`src/rtl/pipe_hazard_ctrl.sv`:
```
// Pipeline hazard controller: load-use stalls, branch flushes,
// multi-cycle multiply occupancy, memory-wait freeze and stall statistics.
//
// Ports:
//   clk, rst                 clock and synchronous active-high reset
//   D_rs1, D_rs2             source register indices of the instruction in D
//   D_use_rs1, D_use_rs2     marks that the matching source is really read
//   EX_rd, EX_ld, EX_mul     destination / load / multiply flags of EX
//   EX_taken                 branch redirect raised by EX
//   mem_req, mem_ready       MEM-stage access handshake
//   hold_FD                  hold the PC and the F->D register
//   bubble_EX                insert a bubble into the D->EX register
//   flush_FD                 clear the F->D register
//   freeze                   hold the D->EX register and every later register
//   mul_busy, mul_done       multiply in progress / last multiply cycle
//   mem_timeout              sticky: memory wait lasted TIMEOUT cycles
//   stall_cycles             count of cycles with hold_FD asserted
module pipe_hazard_ctrl #(
    parameter int unsigned  MUL_LAT = 3,
    parameter logic [7:0]   TIMEOUT = 8'd200
) (
    input  logic        clk,
    input  logic        rst,
    input  logic [4:0]  D_rs1,
    input  logic [4:0]  D_rs2,
    input  logic        D_use_rs1,
    input  logic        D_use_rs2,
    input  logic [4:0]  EX_rd,
    input  logic        EX_ld,
    input  logic        EX_mul,
    input  logic        EX_taken,
    input  logic        mem_req,
    input  logic        mem_ready,
    output logic        hold_FD,
    output logic        bubble_EX,
    output logic        flush_FD,
    output logic        freeze,
    output logic        mul_busy,
    output logic        mul_done,
    output logic        mem_timeout,
    output logic [31:0] stall_cycles
);

    typedef enum logic {
        RUN,
        MUL_WAIT
    } state_t;

    // The RUN cycle that sees EX_mul and the final MUL_WAIT cycle both
    // count toward the latency, so the counter covers the remaining middle.
    localparam logic [3:0] MCNT_INIT = 4'(MUL_LAT - 2);

    state_t      state;
    state_t      state_next;
    logic [3:0]  mcnt;
    logic [3:0]  mcnt_next;
    logic [7:0]  mwcnt;
    logic [7:0]  mwcnt_next;
    logic        mem_wait;
    logic        load_use;
    logic        rs1_hit;
    logic        rs2_hit;

    assign mem_wait = mem_req && !mem_ready;
    assign rs1_hit  = D_use_rs1 && (D_rs1 == EX_rd);
    assign rs2_hit  = D_use_rs2 && (D_rs2 == EX_rd);
    assign load_use = EX_ld && (EX_rd != 5'd0) && (rs1_hit || rs2_hit);

    always_comb begin
        state_next = state;
        mcnt_next  = mcnt;
        freeze     = mem_wait;
        mul_busy   = 1'b0;
        mul_done   = 1'b0;
        unique case (state)
            RUN: begin
                if (EX_mul) begin
                    state_next = MUL_WAIT;
                    mcnt_next  = MCNT_INIT;
                    freeze     = 1'b1;
                end
            end
            MUL_WAIT: begin
                mul_busy = 1'b1;
                if (mcnt != 4'd0) begin
                    freeze = 1'b1;
                    if (!mem_wait) begin
                        mcnt_next = mcnt - 4'd1;
                    end
                end else if (!mem_wait) begin
                    // Result leaves EX this cycle; a following multiply
                    // is picked up again from RUN.
                    mul_done   = 1'b1;
                    state_next = RUN;
                end
            end
            default: begin
                state_next = RUN;
            end
        endcase
    end

    // Freeze dominates; a taken branch discards the stalled instruction,
    // so it also cancels the load-use hold.
    assign bubble_EX = !freeze && (load_use || EX_taken);
    assign flush_FD  = !freeze && EX_taken;
    assign hold_FD   = freeze || (load_use && !EX_taken);

    always_comb begin
        mwcnt_next = 8'd0;
        if (mem_wait) begin
            mwcnt_next = (mwcnt == 8'hFF) ? mwcnt : mwcnt + 8'd1;
        end
    end

    always_ff @(posedge clk) begin
        if (rst) begin
            state        <= RUN;
            mcnt         <= 4'd0;
            mwcnt        <= 8'd0;
            mem_timeout  <= 1'b0;
            stall_cycles <= 32'd0;
        end else begin
            state <= state_next;
            mcnt  <= mcnt_next;
            mwcnt <= mwcnt_next;
            if (mem_wait && (mwcnt_next == TIMEOUT)) begin
                mem_timeout <= 1'b1;
            end
            if (hold_FD) begin
                stall_cycles <= stall_cycles + 32'd1;
            end
        end
    end

endmodule

```
`config.mk`:
```
export PLATFORM = sky130hd
export DESIGN_NAME = pipe_hazard_ctrl
export DESIGN_NICKNAME = d
export VERILOG_FILES = /design/src/rtl/pipe_hazard_ctrl.sv
export SDC_FILE = /design/constraint.sdc
export NUM_CORES = 1
export LEC_CHECK = 0
export BUFFER_PORTS_ARGS = -buffer_cell sky130_fd_sc_hd__buf_4
export CAP_MARGIN = 5
export CORE_UTILIZATION = 48
export CTS_CLUSTER_SIZE = 16
export DETAILED_ROUTE_END_ITERATION = 8
export GPL_TIMING_DRIVEN = 0
export PLACE_DENSITY = 0.82
export SLEW_MARGIN = 20
export SYNTH_ARGS = -nofsm -noshare
export SYNTH_HDL_FRONTEND = slang
export SYNTH_SLANG_ARGS = --single-unit
```
`constraint.sdc`:
```
create_clock -name clk -period 2 [get_ports clk]
set_input_delay 0.2 -clock clk [delete_from_list [all_inputs] [get_ports clk]]
set_output_delay 0.2 -clock clk [all_outputs]
set_load 0.02 [all_outputs]
```
=== Word level (Yosys, flattened, before mapping) ===
Cells that the tools add are included.

* Output and inout bits: 39
* Register bits: 46
* Input port bits: 24
* Word-level logic and storage cells: 51

* Add/subtract/negate cells: 3
* Muxes and demuxes: 17
* Reductions and logical operators: 18
* Bitwise operators: 1
* Equal/unequal tests: 7

{| class="wikitable"
|+ Operators with widths
! operator !! number
|-
| $add 32x1->32 const B || 1
|-
| $eq 8x8->1 const B || 2
|-
| $mux 8 || 2
|-
| $mux 4 || 3
|-
| $eq 5x5->1 || 2
|-
| $logic_and 1x1->1 || 9
|-
| $mux 1 || 9
|-
| $add 8x1->8 const B || 1
|-
| $pmux 4 s2 || 1
|-
| $reduce_bool 5->1 || 1
|-
| $ne 2x2->1 const B || 2
|-
| $pmux 1 s2 || 2
|-
| $reduce_bool 4->1 || 1
|-
| $sub 4x1->4 const B || 1
|-
| $logic_not 1->1 || 3
|-
| $logic_or 1x1->1 || 3
|-
| $reduce_and 3->1 || 1
|-
| $ne 2x1->1 const B || 1
|-
| $not 1->1 || 1
|}

=== Longest topological paths before layout ===
* Word-level depth: 6
* Gate-level depth with buffers: 10
* Mapped depth without buffers: 8

=== Least setup slack after synthesis ===
Ideal clock, no wire load.

* Path kind: reg2reg
* From: reg stall_cycles[3]
* To: reg stall_cycles[31]
* Data arrival time: 2.030 ns
* Data required time: 1.879 ns
* Setup slack: -0.150 ns
* Library setup time: 0.121 ns
* Stages on the path, launching flop included: 8
* Path buffers: 1
* Clock period less this slack: 2.150 ns
* Path through: dfxtp_1 and4_1 and2_1 buf_6 nand2_4 or4_1 nor3_1 mux2_2

* Cells in the longest elaborated chain, start to end: 1

{| class="wikitable"
|+ Ends and longest elaborated chain
! element !! RTL line !! RTL
|-
| start: declaration || 41 || <nowiki>output logic [31:0] stall_cycles</nowiki>
|-
| start signal: assignment || 131 || <nowiki>stall_cycles <= stall_cycles + 32'd1;</nowiki>
|-
| $add 32x1->32 || 131 ||
|}

Every way passes these cells.
A chain may end at the register's enable or synchronous reset.

=== Worst setup path in the final report ===
* From: reg mcnt[0]
* To: reg stall_cycles[18]

* Cells in the longest elaborated chain, start to end: 4

{| class="wikitable"
|+ Ends and longest elaborated chain
! element !! RTL line !! RTL
|-
| start: declaration || 55 || <nowiki>logic [3:0] mcnt;</nowiki>
|-
| start signal: assignment || 125 || <nowiki>mcnt <= mcnt_next;</nowiki>
|-
| $reduce_bool 4->1 || 85 || <nowiki>if (mcnt != 4'd0) begin</nowiki>
|-
| $mux 1 || 85 ||
|-
| $pmux 1 s2 || 75 || <nowiki>unique case (state)</nowiki>
|-
| $logic_or 1x1->1 || 107 || <nowiki>assign hold_FD = freeze || (load_use && !EX_taken);</nowiki>
|}

Every way passes these cells.

==> results.toml <==
[sta]
finalHoldViolations = 0
min_period_ns = 2.04
slew_viol_final = 0
clock_skew_ns = 0.0106
maxSlewHeadroom_pct = 58.4
worst_pin_slew_ns = 0.624
fmax_mhz = 490
min_period_over_period_pct = 102
fin_ws_ns = -0.0407
setup_viol = 10
rsz0062_at_grt = "yes"

[clock_network]
insertion_delay_ns = 0.30
clk_pin_slew_ns = 0.09
postCtsHoldBufs = 0
cts_tree = "done"
numCtsBuffers = 5
numClockSinks = 46
htreeDepth = 2
ctsLongestPathBuffers = 2
clock-root-buffer = "clkbuf_8"

[detailed_routing]
vias = 2692
postRouteAntennaNets = 0
wl_mm = 7.26
drc = 0
drt_iter0_drc = 191
wire_per_inst_um = 15.6
drtPass1Iterations = 4
via_per_inst = 5.78

[global_route]
gr-usage-met1_pct = 32.6
grt_overflow = 0
grtUsageTotal_pct = 25.3
gr-max-usage-layer = "met2"
grt_pass1_vias = 2425
grt_pass1_wl_mm = 10.7
grt_max_degree = 15
antenna_found_initial = 0
grtUsageMet2_pct = 42.1
gr-usage-met3_pct = 5.56

[yosys]
yosysWarnings = 0
synthSimpleGateAreaFrac_pct = 31.8
avgSynthCellArea_um2 = 8.07
yosysUniqueCellTypes = 41
synth_compound_area_share_pct = 15.7
synth-seq-cells = 46
synth-edff-count = 0
synth_xor_area_share_pct = 6.34
synth_area_leaders = "dfxtp_1 37%, a21oi_1 5.4%, or4_1 5.1%, xnor2_1 4.6%, o31ai_1 4.5%"
synth_cells = 308
yosys.area_share.adder_pct = 1.51
async_flop_share_pct = 0
syn_nets = 335
synth.area.mux_share_pct = 3.02
synth_flop_cell = "dfxtp_1"
synth_top_family_by_area = "simple AND/OR/NAND/NOR gates"
yosysTopAreaCell = "dfxtp_1"
syn_area_um2 = 2480
yosysTopAreaCellShare_pct = 37.1
ys_seq_area_share_pct = 37.1

[layout]
syn_to_final_growth_pct = 43.9
fin_cells = 466
num-nets-final = 425
layout_commonest_cell = "buf_4"
layout_common_cells = "74 x buf_4, 28 x dfxtp_1, 25 x nor2_1"
diodes = 0
drive_gt1_share_pct = 42.1

[placed_design]
placed_cells = 437
io_buffers = 62
place_hpwl_mm = 4.45
place_congestion = 0.804
dp_slack_ns = -0.364

[critical_path]
crit_top_cell = "inv_2"
start_kind = "flip-flop"
endpoint_kind = "flip-flop"
crit_type = "reg2reg"
cp_cell_sequence = "inv_2 > ha_4 > nor4bb_4 > o21a_1 > inv_2 > a22oi_2 > buf_6 > or4_4 > a21oi_2"
cp_max_fo = 8
critPathSlowestCell = "or4_4"
cp.required_ns = 2.23
cpPeakStageDelay_ns = 0.48
crit_arrival_ns = 2.27

[pwr]
p_per_area_nw_per_um2 = 546
p_leak_nw = 1.33
ir_drop_mv = 0.397
fin_total_pwr_w = 0.00195

[outcome]
status = "finished, violations left"
violations = "setup timing"

[floorplan]
core_um2 = 4850
die_width_um = 74.0
design.die.area_um2 = 5470
num_io_pins = 63
die_h_um = 74.0
initial_core_util_pct = 51.3
fp-row-count = 25

[job]
maxCapViolCount = 0

[hold_path]
hold_path_class = "in2reg"
[cell type report]
cell class	count	area, µm²
clock buffers	6	72.6
plain buffers	14	87.6
well taps	67	83.8
fillers	357	1270
inverters	10	37.5
repair buffers	84	662
clock inverters	2	12.5
multi-input cells	237	1660
flip-flops and latches	46	958
[logic make-up after synthesis]
family                     after synthesis
AOI/OAI and AO/OA                       65
xor gates and xnor gates                18
adders and majority gates                3
buffers and inverters                   25
DFF                                     46
muxes                                    7
and+or+nand+nor                        144
[flip-flops by register name (all words and copies together), names as in the netlist]
| signal | flops |
|---|---|
| state | 1 |
| mwcnt | 8 |
| mcnt | 4 |
| mem_timeout | 1 |
| stall_cycles | 32 |
[metal layers]
| metal | routed length, µm | up-vias |
|---|---|---|
| li1 | - | 1299 |
| met1 | 3140 | 1265 |
| met2 | 3550 | 117 |
| met3 | 463 | 11 |
| met4 | 109 | 0 |
| met5 | 0 | - |
[report_power, final]
group | switching [W] | leakage, nW | internal (W)
logic | 0.000209 | 0.908 | 0.000202
clock network | 0.000328 | 0.0432 | 0.000248
registers | 0.0000319 | 0.382 | 0.000931
total | 0.000569 | 1.33 | 0.00138
[cells in the mapped netlist, types with 6 or more instances]
| cell type | count |
|---|---|
| a21oi_1 | 27 |
| and3_1 | 6 |
| clkbuf_1 | 9 |
| dfxtp_1 | 46 |
| inv_1 | 10 |
| nand2_1 | 24 |
| nand3_1 | 15 |
| nand4_1 | 7 |
| nor2_1 | 29 |
| nor2b_1 | 7 |
| nor3_1 | 10 |
| o21ai_0 | 12 |
| o31ai_1 | 15 |
| or3_1 | 11 |
| or4_1 | 17 |
| xnor2_1 | 13 |
[metrics by stage]
stage | hold slack, ns | area (µm²) | setup TNS, ns | util [%]
2_1_floorplan | 0.409 | 2510 | 0 | -
3_3_place_gp | 0.465 | 3060 | -6.56 | 63.2
3_5_place_dp | 0.473 | 3060 | -7.95 | 63.2
4_1_cts | 0.219 | 3350 | 0 | 69.0
5_1_grt | 0.266 | 3570 | -1.44 | 73.7
6_report | 0.218 | 3570 | -0.173 | 73.7
[path summary, 6_finish.rpt]
path | depth (start not counted) | end | slack (ns) | from
worst min register to register | 2 | mem_timeout | 0.49 | mem_timeout
worst min-delay path | 3 | state | 0.22 | EX_mul
worst max register to register | 9 | stall_cycles[18] | -0.04 | mcnt[0]
worst max-delay path | 9 | stall_cycles[18] | -0.04 | mcnt[0]
[critical path: cells and delay by family, from the launching register on]
kind	cells	cell delay (ns)
and+or+nand+nor	2	0.62
AOI/OAI and AO/OA	3	0.47
buffers and inverters	3	0.38
DFF	1	0.35
adders and majority gates	1	0.16
[timing repair]
item / 4_1_cts / 5_1_grt
buffers inserted: 16 / 5
pin swaps: 7 / 31
setup endpoints to repair: 33 / 35
cloned: 0 / 1
gates resized for setup: 24 / 48
Power figures use the tool's default switching activity.
